[src/rtl/multicycle_control_if.sv]
// Instruction handshake, memory status and datapath control bundle of the multicycle control unit.
interface multicycle_control_if #(
   parameter int ALUOP_W = 4
);
   logic [31:0]        instruction;
   logic               instr_valid;
   logic               instr_ready;
   logic               mem_ready;
   logic               RegWrite;
   logic               ALUSrc;
   logic [ALUOP_W-1:0] ALUop;
   logic               MemWrite;
   logic               MemRead;
   logic               MemtoReg;
   logic               illegal;
   logic               mem_err;
   logic [31:0]        instr_retired;

   modport master (
      output instruction, instr_valid, mem_ready,
      input  instr_ready, RegWrite, ALUSrc, ALUop, MemWrite, MemRead, MemtoReg,
             illegal, mem_err, instr_retired
   );

   modport slave (
      input  instruction, instr_valid, mem_ready,
      output instr_ready, RegWrite, ALUSrc, ALUop, MemWrite, MemRead, MemtoReg,
             illegal, mem_err, instr_retired
   );
endinterface

[src/rtl/multicycle_control.sv]
// RV32I multicycle control FSM: IDLE -> DECODE -> EXEC -> [MEM] -> [WB].
// Define PERF_COUNTER_EN to enable the retired-instruction counter.
module multicycle_control #(
   parameter int MEM_WAIT_MAX = 15,
   parameter int ALUOP_W      = 4
) (
   input  logic                 clk,
   input  logic                 reset,
   multicycle_control_if.slave  io_ctl
);
   typedef enum logic [2:0] {S_IDLE, S_DECODE, S_EXEC, S_MEM, S_WB} state_t;
   typedef enum logic [1:0] {C_ALU, C_LOAD, C_STORE, C_ILL} cls_t;

   localparam logic [ALUOP_W-1:0] OP_AND = 4'b0000, OP_OR  = 4'b0001, OP_ADD = 4'b0010,
                                  OP_XOR = 4'b0011, OP_SLL = 4'b0100, OP_SRL = 4'b0101,
                                  OP_SUB = 4'b0110, OP_SLT = 4'b0111, OP_SRA = 4'b1000;
   localparam logic [7:0] WAIT_LAST = 8'(MEM_WAIT_MAX - 1);

   logic [6:0]         w_op;
   logic [2:0]         w_f3;
   logic [6:0]         w_f7;
   cls_t               w_cls;
   logic [ALUOP_W-1:0] w_aluop;
   logic               w_alusrc;
   logic               w_unused;

   state_t             r_state;
   cls_t               r_cls;
   logic [4:0]         r_rd;
   logic [ALUOP_W-1:0] r_aluop_dec;
   logic               r_alusrc_dec;
   logic [7:0]         r_wait;
   logic               r_ready, r_regwrite, r_alusrc, r_memwrite, r_memread, r_memtoreg;
   logic               r_illegal, r_mem_err;
   logic [ALUOP_W-1:0] r_aluop;

   assign w_op     = io_ctl.instruction[6:0];
   assign w_f3     = io_ctl.instruction[14:12];
   assign w_f7     = io_ctl.instruction[31:25];
   assign w_unused = ^io_ctl.instruction[24:15];

   // Decode straight off the bus so the illegal pulse lands in the DECODE cycle.
   always_comb begin
      w_cls    = C_ILL;
      w_aluop  = OP_AND;
      w_alusrc = 1'b0;
      case (w_op)
         7'b0110011: begin
            w_cls = C_ALU;
            case (w_f3)
               3'b000: if (w_f7 == 7'b0000000) w_aluop = OP_ADD;
                       else if (w_f7 == 7'b0100000) w_aluop = OP_SUB;
                       else w_cls = C_ILL;
               3'b001: if (w_f7 == 7'b0000000) w_aluop = OP_SLL; else w_cls = C_ILL;
               3'b010: if (w_f7 == 7'b0000000) w_aluop = OP_SLT; else w_cls = C_ILL;
               3'b100: if (w_f7 == 7'b0000000) w_aluop = OP_XOR; else w_cls = C_ILL;
               3'b101: if (w_f7 == 7'b0000000) w_aluop = OP_SRL;
                       else if (w_f7 == 7'b0100000) w_aluop = OP_SRA;
                       else w_cls = C_ILL;
               3'b110: if (w_f7 == 7'b0000000) w_aluop = OP_OR;  else w_cls = C_ILL;
               3'b111: if (w_f7 == 7'b0000000) w_aluop = OP_AND; else w_cls = C_ILL;
               default: w_cls = C_ILL;
            endcase
         end
         7'b0010011: begin
            w_cls    = C_ALU;
            w_alusrc = 1'b1;
            case (w_f3)
               3'b000:  w_aluop = OP_ADD;
               3'b010:  w_aluop = OP_SLT;
               3'b100:  w_aluop = OP_XOR;
               3'b110:  w_aluop = OP_OR;
               3'b111:  w_aluop = OP_AND;
               default: w_cls   = C_ILL;
            endcase
         end
         7'b0000011: if (w_f3 == 3'b010) begin
            w_cls = C_LOAD; w_aluop = OP_ADD; w_alusrc = 1'b1;
         end
         7'b0100011: if (w_f3 == 3'b010) begin
            w_cls = C_STORE; w_aluop = OP_ADD; w_alusrc = 1'b1;
         end
         default: w_cls = C_ILL;
      endcase
   end

   always_ff @(posedge clk) begin
      if (reset) begin
         r_state      <= S_IDLE;
         r_cls        <= C_ILL;
         r_rd         <= '0;
         r_aluop_dec  <= '0;
         r_alusrc_dec <= 1'b0;
         r_wait       <= '0;
         r_ready      <= 1'b1;
         r_regwrite   <= 1'b0;
         r_alusrc     <= 1'b0;
         r_aluop      <= '0;
         r_memwrite   <= 1'b0;
         r_memread    <= 1'b0;
         r_memtoreg   <= 1'b0;
         r_illegal    <= 1'b0;
         r_mem_err    <= 1'b0;
      end else begin
         r_illegal <= 1'b0;
         r_mem_err <= 1'b0;
         case (r_state)
            S_IDLE: if (io_ctl.instr_valid && r_ready) begin
               r_state      <= S_DECODE;
               r_ready      <= 1'b0;
               r_cls        <= w_cls;
               r_rd         <= io_ctl.instruction[11:7];
               r_aluop_dec  <= w_aluop;
               r_alusrc_dec <= w_alusrc;
               r_illegal    <= (w_cls == C_ILL);
            end
            S_DECODE: if (r_cls == C_ILL) begin
               r_state <= S_IDLE;
               r_ready <= 1'b1;
            end else begin
               r_state  <= S_EXEC;
               r_aluop  <= r_aluop_dec;
               r_alusrc <= r_alusrc_dec;
            end
            S_EXEC: begin
               r_wait <= '0;
               if (r_cls == C_LOAD) begin
                  r_state   <= S_MEM;
                  r_memread <= 1'b1;
               end else if (r_cls == C_STORE) begin
                  r_state    <= S_MEM;
                  r_memwrite <= 1'b1;
               end else begin
                  r_state    <= S_WB;
                  r_regwrite <= (r_rd != 5'd0);
                  r_memtoreg <= 1'b0;
               end
            end
            S_MEM: begin
               // mem_ready on the last allowed cycle still completes the access.
               if (io_ctl.mem_ready) begin
                  r_memread  <= 1'b0;
                  r_memwrite <= 1'b0;
                  if (r_cls == C_LOAD) begin
                     r_state    <= S_WB;
                     r_regwrite <= (r_rd != 5'd0);
                     r_memtoreg <= 1'b1;
                  end else begin
                     r_state  <= S_IDLE;
                     r_ready  <= 1'b1;
                     r_aluop  <= '0;
                     r_alusrc <= 1'b0;
                  end
               end else if (r_wait == WAIT_LAST) begin
                  r_state    <= S_IDLE;
                  r_ready    <= 1'b1;
                  r_memread  <= 1'b0;
                  r_memwrite <= 1'b0;
                  r_mem_err  <= 1'b1;
                  r_aluop    <= '0;
                  r_alusrc   <= 1'b0;
               end else begin
                  r_wait <= r_wait + 8'd1;
               end
            end
            S_WB: begin
               r_state    <= S_IDLE;
               r_ready    <= 1'b1;
               r_regwrite <= 1'b0;
               r_memtoreg <= 1'b0;
               r_aluop    <= '0;
               r_alusrc   <= 1'b0;
            end
            default: begin
               r_state <= S_IDLE;
               r_ready <= 1'b1;
            end
         endcase
      end
   end

   assign io_ctl.instr_ready = r_ready;
   assign io_ctl.RegWrite    = r_regwrite;
   assign io_ctl.ALUSrc      = r_alusrc;
   assign io_ctl.ALUop       = r_aluop;
   assign io_ctl.MemWrite    = r_memwrite;
   assign io_ctl.MemRead     = r_memread;
   assign io_ctl.MemtoReg    = r_memtoreg;
   assign io_ctl.illegal     = r_illegal;
   assign io_ctl.mem_err     = r_mem_err;

`ifdef PERF_COUNTER_EN
   logic [31:0] r_retired;
   logic        w_retire;

   // Completion is WB exit, or a store leaving MEM with its acknowledge.
   assign w_retire = (r_state == S_WB) ||
                     (r_state == S_MEM && r_cls == C_STORE && io_ctl.mem_ready);

   always_ff @(posedge clk) begin
      if (reset)         r_retired <= '0;
      else if (w_retire) r_retired <= r_retired + 32'd1;
   end

   assign io_ctl.instr_retired = r_retired;
`else
   assign io_ctl.instr_retired = '0;
`endif
endmodule

[src/flat_wrapper.sv]
// flat-port wrapper written by rule: the top's interface ports become plain ports
module multicycle_control_flat 
#(
   parameter int MEM_WAIT_MAX = 15,
   parameter int ALUOP_W      = 4
)
  (clk, reset, io_ctl_instruction, io_ctl_instr_valid, io_ctl_mem_ready, io_ctl_instr_ready, io_ctl_RegWrite, io_ctl_ALUSrc, io_ctl_ALUop, io_ctl_MemWrite, io_ctl_MemRead, io_ctl_MemtoReg, io_ctl_illegal, io_ctl_mem_err, io_ctl_instr_retired);
  multicycle_control_if #(.ALUOP_W(ALUOP_W)) io_ctl_i ();
  input  logic clk;
  input  logic reset;
  input wire logic [$bits(io_ctl_i.instruction)-1:0] io_ctl_instruction;
  input wire logic [$bits(io_ctl_i.instr_valid)-1:0] io_ctl_instr_valid;
  input wire logic [$bits(io_ctl_i.mem_ready)-1:0] io_ctl_mem_ready;
  output wire logic [$bits(io_ctl_i.instr_ready)-1:0] io_ctl_instr_ready;
  output wire logic [$bits(io_ctl_i.RegWrite)-1:0] io_ctl_RegWrite;
  output wire logic [$bits(io_ctl_i.ALUSrc)-1:0] io_ctl_ALUSrc;
  output wire logic [$bits(io_ctl_i.ALUop)-1:0] io_ctl_ALUop;
  output wire logic [$bits(io_ctl_i.MemWrite)-1:0] io_ctl_MemWrite;
  output wire logic [$bits(io_ctl_i.MemRead)-1:0] io_ctl_MemRead;
  output wire logic [$bits(io_ctl_i.MemtoReg)-1:0] io_ctl_MemtoReg;
  output wire logic [$bits(io_ctl_i.illegal)-1:0] io_ctl_illegal;
  output wire logic [$bits(io_ctl_i.mem_err)-1:0] io_ctl_mem_err;
  output wire logic [$bits(io_ctl_i.instr_retired)-1:0] io_ctl_instr_retired;
  assign io_ctl_i.instruction = io_ctl_instruction;
  assign io_ctl_i.instr_valid = io_ctl_instr_valid;
  assign io_ctl_i.mem_ready = io_ctl_mem_ready;
  assign io_ctl_instr_ready = io_ctl_i.instr_ready;
  assign io_ctl_RegWrite = io_ctl_i.RegWrite;
  assign io_ctl_ALUSrc = io_ctl_i.ALUSrc;
  assign io_ctl_ALUop = io_ctl_i.ALUop;
  assign io_ctl_MemWrite = io_ctl_i.MemWrite;
  assign io_ctl_MemRead = io_ctl_i.MemRead;
  assign io_ctl_MemtoReg = io_ctl_i.MemtoReg;
  assign io_ctl_illegal = io_ctl_i.illegal;
  assign io_ctl_mem_err = io_ctl_i.mem_err;
  assign io_ctl_instr_retired = io_ctl_i.instr_retired;
  multicycle_control #(.MEM_WAIT_MAX(MEM_WAIT_MAX), .ALUOP_W(ALUOP_W)) u_core (.clk(clk), .reset(reset), .io_ctl(io_ctl_i));
endmodule
[config.mk]
export PLATFORM = sky130hd
export DESIGN_NAME = multicycle_control_flat
export DESIGN_NICKNAME = d
export VERILOG_FILES = /design/src/rtl/multicycle_control_if.sv /design/src/rtl/multicycle_control.sv /design/src/flat_wrapper.sv
export SDC_FILE = /design/constraint.sdc
export NUM_CORES = 1
export LEC_CHECK = 0
export ABC_CLOCK_PERIOD_IN_PS = 2900
export CAP_MARGIN = 10
export CORE_MARGIN = 1
export CORE_UTILIZATION = 45
export CTS_CLUSTER_DIAMETER = 200
export DETAILED_ROUTE_END_ITERATION = 8
export GPL_ROUTABILITY_DRIVEN = 0
export PLACE_DENSITY_LB_ADDON = 0.12
export SYNTH_ARGS = -nofsm -noshare
export SYNTH_HDL_FRONTEND = slang
export SYNTH_SLANG_ARGS = --single-unit
[constraint.sdc]
create_clock -name clk -period 2.9 [get_ports clk]
set_clock_uncertainty 0.15 [all_clocks]
set_input_delay 0.58 -clock clk [delete_from_list [all_inputs] [get_ports clk]]
set_output_delay 0.58 -clock clk [all_outputs]
set_load 0.05 [all_outputs]
==> impl_metrics.py <==
metrics = {
    "final_layout": {
        "area_delta_synth_final_pct": 17.2,
        "num-fill-cells": 434,
        "drive_gt1_frac": 0.0897,
        "diodes": 0,
        "layout.nets": 342,
        "fin_area_um2": 2520,
    },
    "pwr": {
        "sw_frac_of_total": 0.319,
        "pwr-share-comb": 0.221,
        "intPower_w": 0.000748,
        "leakage_nw": 0.929,
        "max-vdd-ir-drop_v": 0.000300,
        "power.switching_w": 0.000351,
        "power_density_nw_per_um2": 436,
        "p_clk_frac": 0.321,
        "seqPwrFrac": 0.458,
    },
    "floorplanning": {
        "die_y_um": 71.1,
        "die_w_um": 71.1,
        "die-area_um2": 5050,
        "num_rows": 24,
        "start_util": 0.480,
        "boundaryPins": 80,
        "core-area_um2": 4470,
    },
    "worst_setup_path": {
        "cp-end-kind": "primary output",
        "path_max_fanout": 4,
        "worst_ep_arrival_time_ps": 1480,
        "crit_family": "buffers and inverters",
        "r2r-start": "u_core.r_state[1]$_SDFFE_PP0P_",
        "worstPathCellList": "clkdlybuf4s50_1",
        "worstPathRequired_ps": 2170,
        "crit_path_max_incr_delay_ps": 820,
        "crit_slowest_cell": "clkdlybuf4s50_1",
        "cp-start-kind": "flop",
        "critPathBufInv": 1,
        "crit_type": "flop to primary output",
        "crit_start": "u_core.io_ctl.instr_ready$_SDFFE_PP1P_",
    },
    "logic_synthesis": {
        "synth_top_cell_by_area": "dfxtp_1",
        "ys_ff_latch": 35,
        "synthCells": 266,
        "postSynth.asyncResetShare": 0,
        "seq_area_frac_synth": 0.326,
        "synth_area_leaders": "dfxtp_1 33%, buf_4 12%, nand2_1 6.3%",
        "ys_warn_count": 0,
        "synthFlopType": "dfxtp_1",
        "synth_edf_count": 0,
        "netlist_area_um2": 2150,
        "synth.distinct_cells": 57,
        "postSynthAreaPerCell_um2": 8.08,
        "synth_top_area_frac": 0.326,
    },
    "cts": {
        "clockRootBuffer": "clkbuf_8",
        "cts_resized": 0,
        "post_cts_buffers": 0,
        "ctsHoldBuffers": 0,
        "cts.sinks": 35,
        "clk-insertion-delay-late_ps": 280,
        "ctsHtreeMaxLevel": 2,
        "cts_tree": "built",
        "clkSlewWorstSetupHoldPaths_ps": 70,
        "clockBufferDepth": 2,
        "cts_buffers": 5,
    },
    "sta": {
        "max-slew-margin-rel": 0.653,
        "period_needed_ps": 2210,
        "rsz0062_at_grt": "false",
        "slew_violations": 0,
        "max_freq_ghz": 0.453,
        "setup_tns_ps": 0,
        "worst_pin_slew_ps": 507,
        "finalSetupViolCount": 0,
        "finalHoldViolCount": 0,
        "hold_ws_ps": 300,
        "fin_crit_sh": 0.761,
    },
    "global_routing": {
        "overflow": 0,
        "grt_pass1_vias": 1709,
        "grt_pass1_wl_um": 7450,
        "grt_start_max_net_pins": 15,
        "antenna_found_initial": 0,
        "track_usage": 0.183,
    },
    "routing": {
        "dr_total_vias": 1832,
        "via_per_inst": 5.19,
        "drt_iter0_drc": 90,
        "wirelength_um": 4290,
        "final_antenna_net_count": 0,
        "drc": 6,
        "dr.pass1.iters": 6,
        "wire_per_inst_um": 12.2,
    },
    "place": {
        "hpwl_um": 3300,
        "port_buffers": 37,
        "dpl_cell_area_um2": 2430,
    },
    "worst_hold_path": {
        "hold_path.class": "flop to flop",
        "hold_start": "u_core.r_aluop_dec[3]$_SDFFE_PP0P_",
    },
    "run_status": {
        "violations": "DRC",
        "outcome": "finished with violations",
    },
    "run": {
        "drv_cap": 0,
    },
}
registers in the layout, indices dropped and copies added (netlist names), 2 cells and up:
| name | flops |
|---|---|
| u_core.r_rd | 5 |
| u_core.r_aluop_dec | 4 |
| u_core.io_ctl.ALUop | 4 |
| u_core.r_wait | 8 |
| u_core.r_state | 3 |
| u_core.r_cls | 2 |
final timing paths:
kind | depth (start not counted) | endpoint | slack (ps)
hold / removal | 2 | u_core.r_aluop_dec[3]$_SDFFE_PP0P_ | 300
setup / recovery | 1 | io_ctl_instr_ready | 690
hold reg to reg | 2 | u_core.r_aluop_dec[3]$_SDFFE_PP0P_ | 300
setup reg to reg | 5 | u_core.io_ctl.ALUop[1]$_SDFFE_PP0P_ | 930
stage by stage:
step                      setup WS [ps]  total power (W)  utilization  std cells
after CTS                           680          0.00111        0.563        353
final                               694          0.00110        0.563        353
after global placement              454         0.000755        0.543        346
after global routing                570          0.00115        0.563        353
after detailed placement            441         0.000756        0.543        346
after floorplan                     932         0.000724            -        297
cell families (layout without fill, tap and decap cells):
| logic type | count (synthesis) | in the layout | synth area share |
|---|---|---|---|
| compound gates | 58 | 58 | 0.201 |
| flops | 35 | 35 | 0.326 |
| simple gates | 110 | 110 | 0.264 |
| buf+inv | 51 | 55 | 0.153 |
| xor+xnor | 6 | 6 | 0.0245 |
| other cells | 1 | 32 | 0.00175 |
| fa+ha+maj | 5 | 5 | 0.0291 |
cell type report:
cell class                 count  area [um^2]  area share
tap                           52         65.1      0.0258
inverter                       6         22.5     0.00894
clock inverter                 1         5.00     0.00199
timing repair buffer          42          408       0.162
clock buffer                   6         82.6      0.0328
sequential                    35          701       0.278
multi-input combinational    211         1230       0.490
synth_stat cells (2+ instances only):
| cell | number |
|---|---|
| a31oi_1 | 6 |
| nand2b_1 | 3 |
| a21oi_1 | 21 |
| nor3b_1 | 3 |
| nand4_1 | 4 |
| and3_1 | 2 |
| inv_1 | 6 |
| buf_4 | 33 |
| nor3_1 | 10 |
| clkbuf_1 | 6 |
| nor2_1 | 22 |
| xnor2_1 | 2 |
| or2_1 | 5 |
| o21ai_1 | 2 |
| nand3_1 | 5 |
| o21bai_1 | 2 |
| ha_1 | 5 |
| nor2b_1 | 6 |
| a32oi_1 | 2 |
| buf_2 | 5 |
| dfxtp_1 | 35 |
| o21ai_0 | 6 |
| nand2_1 | 36 |
| a2111oi_4 | 2 |
| xor2_1 | 4 |
| nor4_1 | 2 |
per-layer routing:
| metal | share of wire | GRT usage | wire length [um] | vias up |
|---|---|---|---|---|
| li1 | - | - | - | 932 |
| met1 | 0.46 | 0.230 | 2000 | 844 |
| met2 | 0.49 | 0.311 | 2080 | 51 |
| met3 | 0.040 | 0.0385 | 170 | 5 |
| met4 | 0.0096 | 0.0622 | 41 | 0 |
| met5 | 0 | 0 | 0 | - |
placed cells by master (no fill, tap or decap), types with 2 or more instances in the layout:
cell type,n
clkbuf_8,6
nand4_1,4
xnor2_1,2
nor4_1,2
nor3_1,10
nand3_1,5
nand2_1,36
or2_1,5
o21bai_1,2
ha_1,5
buf_4,5
a32oi_1,2
o21ai_0,6
nor2b_1,6
and3_1,2
nand2b_1,3
a31oi_1,6
o21ai_1,2
xor2_1,4
inv_1,6
conb_1,32
clkdlybuf4s50_1,37
a2111oi_4,2
dfxtp_1,35
a21oi_1,21
nor3b_1,3
nor2_1,22
power groups by stage:
stage	Combinational [W]	Clock, W	Sequential (W)
final	0.000242	0.000353	0.000503
after global routing	0.000260	0.000387	0.000504
after CTS	0.000243	0.000365	0.000503
after detailed placement	0.000242	0	0.000514
after global placement	0.000241	0	0.000513
after floorplan	0.000203	0	0.000521
No activity file was read; power rests on OpenSTA's default activity.
